===== src/rtl/mem_lsu.sv =====
// Memory-stage load/store unit: runs one EX load/store on the data bus, stalls the
// pipeline while it is outstanding, and returns aligned, extended load data to mem_wb.
module mem_lsu #(
    parameter int unsigned TIMEOUT_CYCLES = 64
) (
    input  logic        clk,
    input  logic        rst,
    input  logic [7:0]  ex_aluop_i,
    input  logic [31:0] ex_mem_addr_i,
    input  logic [31:0] ex_reg2_i,
    input  logic [4:0]  wd_i,
    input  logic        wreg_i,
    input  logic [31:0] wdata_i,
    output logic [4:0]  wd_o,
    output logic        wreg_o,
    output logic [31:0] wdata_o,
    output logic        stall_req_o,
    output logic        misalign_o,
    output logic        bus_err_o,
    output logic        dbus_req_o,
    output logic        dbus_we_o,
    output logic [31:0] dbus_addr_o,
    output logic [3:0]  dbus_be_o,
    output logic [31:0] dbus_wdata_o,
    input  logic        dbus_ack_i,
    input  logic [31:0] dbus_rdata_i,
    output logic [1:0]  dbg_state_o
);
    localparam logic [7:0] EXE_LB  = 8'hE0;
    localparam logic [7:0] EXE_LH  = 8'hE1;
    localparam logic [7:0] EXE_LW  = 8'hE3;
    localparam logic [7:0] EXE_LBU = 8'hE4;
    localparam logic [7:0] EXE_LHU = 8'hE5;
    localparam logic [7:0] EXE_SB  = 8'hE8;
    localparam logic [7:0] EXE_SH  = 8'hE9;
    localparam logic [7:0] EXE_SW  = 8'hEB;

    typedef enum logic [1:0] {S_IDLE = 2'd0, S_WAIT = 2'd1, S_DONE = 2'd2} state_t;

    state_t      r_state, w_next;
    logic        r_req, r_we, r_wreg, r_is_load, r_abort, r_err;
    logic [31:0] r_addr, r_wdata, r_rdata, r_cnt;
    logic [3:0]  r_be;
    logic [4:0]  r_wd;
    logic [7:0]  r_op;
    logic [1:0]  r_off;

    logic        w_is_load, w_is_store, w_is_mem, w_misalign, w_start, w_timeout;
    logic [3:0]  w_be;
    logic [31:0] w_wdata, w_load_data;
    logic [7:0]  w_byte;
    logic [15:0] w_half;

    always_comb begin
        w_is_load  = (ex_aluop_i == EXE_LB) || (ex_aluop_i == EXE_LH) || (ex_aluop_i == EXE_LW) ||
                     (ex_aluop_i == EXE_LBU) || (ex_aluop_i == EXE_LHU);
        w_is_store = (ex_aluop_i == EXE_SB) || (ex_aluop_i == EXE_SH) || (ex_aluop_i == EXE_SW);
        w_is_mem   = w_is_load || w_is_store;
        w_misalign = (((ex_aluop_i == EXE_LH) || (ex_aluop_i == EXE_LHU) || (ex_aluop_i == EXE_SH))
                      && ex_mem_addr_i[0]) ||
                     (((ex_aluop_i == EXE_LW) || (ex_aluop_i == EXE_SW)) && (ex_mem_addr_i[1:0] != 2'b00));
        w_start    = w_is_mem && !w_misalign;
        w_timeout  = (TIMEOUT_CYCLES != 0) && (r_cnt == TIMEOUT_CYCLES - 1);
    end

    // Store lanes are replicated so the slave can pick any enabled byte lane directly.
    always_comb begin
        w_be    = 4'b1111;
        w_wdata = '0;
        case (ex_aluop_i)
            EXE_SB: begin
                w_be    = 4'b0001 << ex_mem_addr_i[1:0];
                w_wdata = {4{ex_reg2_i[7:0]}};
            end
            EXE_SH: begin
                w_be    = ex_mem_addr_i[1] ? 4'b1100 : 4'b0011;
                w_wdata = {2{ex_reg2_i[15:0]}};
            end
            EXE_SW: w_wdata = ex_reg2_i;
            default: ;
        endcase
    end

    always_comb begin
        w_byte = dbus_rdata_i[{r_off, 3'b000} +: 8];
        w_half = r_off[1] ? dbus_rdata_i[31:16] : dbus_rdata_i[15:0];
        case (r_op)
            EXE_LB:  w_load_data = {{24{w_byte[7]}}, w_byte};
            EXE_LBU: w_load_data = {24'd0, w_byte};
            EXE_LH:  w_load_data = {{16{w_half[15]}}, w_half};
            EXE_LHU: w_load_data = {16'd0, w_half};
            default: w_load_data = dbus_rdata_i;
        endcase
    end

    always_ff @(posedge clk) begin
        if (rst) r_state <= S_IDLE;
        else     r_state <= w_next;
    end

    always_comb begin
        w_next      = r_state;
        wd_o        = wd_i;
        wreg_o      = wreg_i;
        wdata_o     = wdata_i;
        stall_req_o = 1'b0;
        misalign_o  = 1'b0;
        case (r_state)
            S_IDLE: begin
                if (w_is_mem) begin
                    wreg_o = 1'b0;
                    if (w_misalign) misalign_o = 1'b1;
                    else begin
                        stall_req_o = 1'b1;
                        w_next      = S_WAIT;
                    end
                end
            end
            S_WAIT: begin
                wd_o        = r_wd;
                wreg_o      = 1'b0;
                wdata_o     = '0;
                stall_req_o = 1'b1;
                if (dbus_ack_i || w_timeout) w_next = S_DONE;
            end
            S_DONE: begin
                wd_o    = r_wd;
                wreg_o  = r_is_load && r_wreg && !r_abort;
                wdata_o = (r_is_load && !r_abort) ? r_rdata : '0;
                w_next  = S_IDLE;
            end
            default: w_next = S_IDLE;
        endcase
        if (rst) begin
            wreg_o      = 1'b0;
            wdata_o     = '0;
            stall_req_o = 1'b0;
            misalign_o  = 1'b0;
        end
    end

    always_ff @(posedge clk) begin
        if (rst) begin
            r_req <= 1'b0; r_we <= 1'b0; r_addr <= '0; r_be <= '0; r_wdata <= '0;
            r_wd <= '0; r_wreg <= 1'b0; r_op <= '0; r_off <= '0; r_cnt <= '0;
            r_is_load <= 1'b0; r_abort <= 1'b0; r_err <= 1'b0; r_rdata <= '0;
        end else begin
            r_err <= 1'b0;
            case (r_state)
                S_IDLE: if (w_start) begin
                    r_req     <= 1'b1;
                    r_we      <= w_is_store;
                    r_addr    <= {ex_mem_addr_i[31:2], 2'b00};
                    r_be      <= w_be;
                    r_wdata   <= w_wdata;
                    r_wd      <= wd_i;
                    r_wreg    <= wreg_i;
                    r_op      <= ex_aluop_i;
                    r_off     <= ex_mem_addr_i[1:0];
                    r_is_load <= w_is_load;
                    r_cnt     <= '0;
                    r_abort   <= 1'b0;
                end
                S_WAIT: begin
                    // An ack on the timeout cycle completes normally.
                    if (dbus_ack_i) begin
                        r_req   <= 1'b0;
                        r_rdata <= w_load_data;
                    end else if (w_timeout) begin
                        r_req   <= 1'b0;
                        r_err   <= 1'b1;
                        r_abort <= 1'b1;
                    end else begin
                        r_cnt <= r_cnt + 32'd1;
                    end
                end
                default: ;
            endcase
        end
    end

    assign dbus_req_o   = r_req;
    assign dbus_we_o    = r_we;
    assign dbus_addr_o  = r_addr;
    assign dbus_be_o    = r_be;
    assign dbus_wdata_o = r_wdata;
    assign bus_err_o    = r_err;
    assign dbg_state_o  = r_state;
endmodule


===== config.mk =====
export PLATFORM = sky130hd
export DESIGN_NAME = mem_lsu
export DESIGN_NICKNAME = d
export VERILOG_FILES = /design/src/rtl/mem_lsu.sv
export SDC_FILE = /design/constraint.sdc
export NUM_CORES = 1
export LEC_CHECK = 0
export CELL_PAD_IN_SITES_DETAIL_PLACEMENT = 2
export CELL_PAD_IN_SITES_GLOBAL_PLACEMENT = 2
export CORE_MARGIN = 3
export CORE_UTILIZATION = 28
export CTS_CLUSTER_DIAMETER = 80
export CTS_CLUSTER_SIZE = 24
export DETAILED_ROUTE_END_ITERATION = 8
export PLACE_DENSITY = 0.89
export REMOVE_ABC_BUFFERS = 1
export SYNTH_ARGS = -nofsm -noshare
export SYNTH_HDL_FRONTEND = slang
export SYNTH_SLANG_ARGS = --single-unit

===== constraint.sdc =====
create_clock -name clk -period 5 [get_ports clk]
set_input_delay 0.75 -clock clk [delete_from_list [all_inputs] [get_ports clk]]
set_output_delay 0.75 -clock clk [all_outputs]
set_load 0.1 [all_outputs]

==> results.toml <==
[status]
status = "finished clean"

[cts]
cts_buffers = 17
clock_path_buffers = 2
cts_tree = "built"
clk_latency_ns = 0.44
cts_hold_buf = 0
clk_pin_slew_ns = 0.07
root_buffer = "clkbuf_16"
cts.sinks = 153
htreeDepth = 4
post_cts_buffers = 0
cts_resized = 0

[floorplan]
dieArea_um2 = 30600
die_height_um = 175
ioPinCount = 258
die_w_um = 175
initial_utilization = 0.286
row_count = 61
core_area_um2 = 27900

[synth]
synth_cell_types = 73
synth_top_flop_cell = "dfxtp_1"
syn_inst = 1042
synth.area.top_cells = "dfxtp_1, nand2_1, a21oi_1, nor2_1, nand3_1"
synthArstFlopShare = 0
ys_seq_area_frac = 0.383
ys.warnings.count = 0
synth_largest_area_cell = "dfxtp_1"
syn_area_per_cell_um2 = 7.67
synth_top_area_frac = 0.383
synth-edff-count = 0
syn_area_um2 = 7990
synth-seq-cells = 153

[layout]
fin_area_um2 = 11200
postLayoutCoreUtil = 0.403
drive_gt1_frac = 0.104
mostFrequentLayoutCells = "clkdlybuf4s50_1, nand2_1, dfxtp_1"
final_common_cell = "clkdlybuf4s50_1"
area_delta_synth_final_pct = 40.7
fin_nets = 1396

[placement]
place_congestion = 0.786
place.detailed.hpwl_um = 24400
io_buffers = 255
placed_cell_area_um2 = 10600

[critical_path]
crit_family = "compound AO/OA/AOI/OAI gates"
start_kind = "input pin"
arrival_ns = 3.17
crit_slowest_cell = "clkdlybuf4s50_1"
cp_cell_sequence = "clkdlybuf4s50_1, a21o_1, a211oi_1, nand2_2, a21oi_1, buf_12"
crit_buf_inv = 2
worstReg2RegStart = "dbg_state_o[1]"
critPathKind = "in2out"
end_kind = "output pin"
cp_max_fo = 28
crit_required_ns = 4.25
crit_path_start = "ex_aluop_i[1]"
max_stage_delay_ns = 0.55
regToRegSetupSlack_ns = 1.89

[sta]
finalCritPeriodShare = 0.784
hold_viol = 0
drv_slew = 0
clock_skew_ns = 0.0155
post-route-min-period_ns = 3.92
setup_violations = 0
worst_slew_pin_slew_ns = 1.29
rsz0062_at_grt = "false"
clock.fmax_mhz = 255
whs_ns = 0.463
maxSlewHeadroom = 0.135

[routing]
routed_via_density = 5.39
detail_route.wl_per_cell_um = 21.3
drt_wl_total_um = 34900
antenna_left = 0
drt_iter0_drc = 455
drc_errors = 0
drtPass1Iterations = 5
vias = 8833

[power_and_ir_drop]
p_total_mw = 3.14
power_density_nw_per_um2 = 279
power.leakage_nw = 3.89
vdd_drop_max_mv = 0.216

[global_routing]
grt_pass1_wl_um = 55000
grtUsageTotal = 0.223
grt_pass1_vias = 9593
overflow = 0
grt_max_degree = 68
antenna_found_initial = 2

[worst_hold_path]
hp-class = "reg2reg"
worstHoldStart = "dbus_addr_o[6]"

[run]
drv_cap = 0
==> layout make-up <==
cell class                 count  area [um^2]
tap                          378          473
antenna                        2         5.00
multi-input combinational    770         4410
sequential                   153         3060
timing repair buffer         268         2560
clock inverter                15          173
clock buffer                  17          425
fill                        3188        16700
inverter                      36          135
==> cells in the mapped netlist, types with 3 or more instances <==
cell type,number
and4_1,6
a21o_1,3
buf_2,13
inv_1,35
and2_1,3
nand2_1,160
ha_1,5
a22o_1,24
a21oi_2,11
nor3_1,18
a21oi_1,117
o211ai_1,28
or3_1,8
a22oi_1,24
and3_1,9
nand3_1,59
o22ai_1,9
nand4b_1,6
nor2b_1,35
a2111oi_0,7
a211oi_1,6
a221oi_1,3
nand4_1,10
dfxtp_1,153
nor4_1,14
buf_6,4
o21ai_0,45
clkbuf_1,54
buf_4,10
nor2_1,91
mux2_2,13
a31oi_1,8
==> kinds of logic (layout without fill, tap and decap cells) <==
logic type / after synthesis / after routing / synth area share
AOI/OAI and AO/OA: 313 / 313 / 0.258
adders and majority gates: 5 / 5 / 0.00783
buffers and inverters: 120 / 336 / 0.0670
DFF: 153 / 153 / 0.383
muxes: 15 / 15 / 0.0224
other: 1 / 4 / 0.000469
and+or+nand+nor: 435 / 435 / 0.261
==> metal layers <==
layer | track usage | wire [um]
met5 | 0 | 0
met3 | 0.0406 | 1370
met4 | 0.0818 | 1140
met2 | 0.398 | 17900
met1 | 0.267 | 14500
==> tightest hold or removal path: stages, from the launching register on <==
cell and delay [ns]:
dfxtp_1 0.31, nand2_1 0.05, a21oi_1 0.05
==> power by group <==
part	switching, mW	internal, mW	leakage (nW)
combinational	0.374	0.200	2.37
sequential	0.00990	1.23	1.23
clock	0.654	0.676	0.290
total	1.04	2.10	3.89
==> sequential cells by signal, summed over array words and instances, names as in the netlist <==
signal	cells
dbus_req_o	1
dbus_be_o	4
dbus_wdata_o	32
dbus_addr_o	30
r_op	8
r_abort	1
dbus_we_o	1
r_rdata	32
r_cnt	32
r_off	2
bus_err_o	1
r_is_load	1
dbg_state_o	2
r_wd	5
r_wreg	1
==> final timing paths <==
check / end / cells after the start
max: stall_req_o / 6
min: dbus_addr_o[6] / 2
max reg2reg: r_cnt[13] / 8
min reg2reg: dbus_addr_o[6] / 2
==> through the flow <==
stage | setup slack (ns) | std cells | TNS (ns)
finish | 1.08 | 1639 | 0
floorplan | -1.15 | 959 | -36.98
CTS | 1.05 | 1637 | 0
global placement | 1.11 | 1605 | 0
detailed placement | 1.06 | 1605 | 0
global route | 0.878 | 1639 | 0
(Power assumes the default switching activity.)
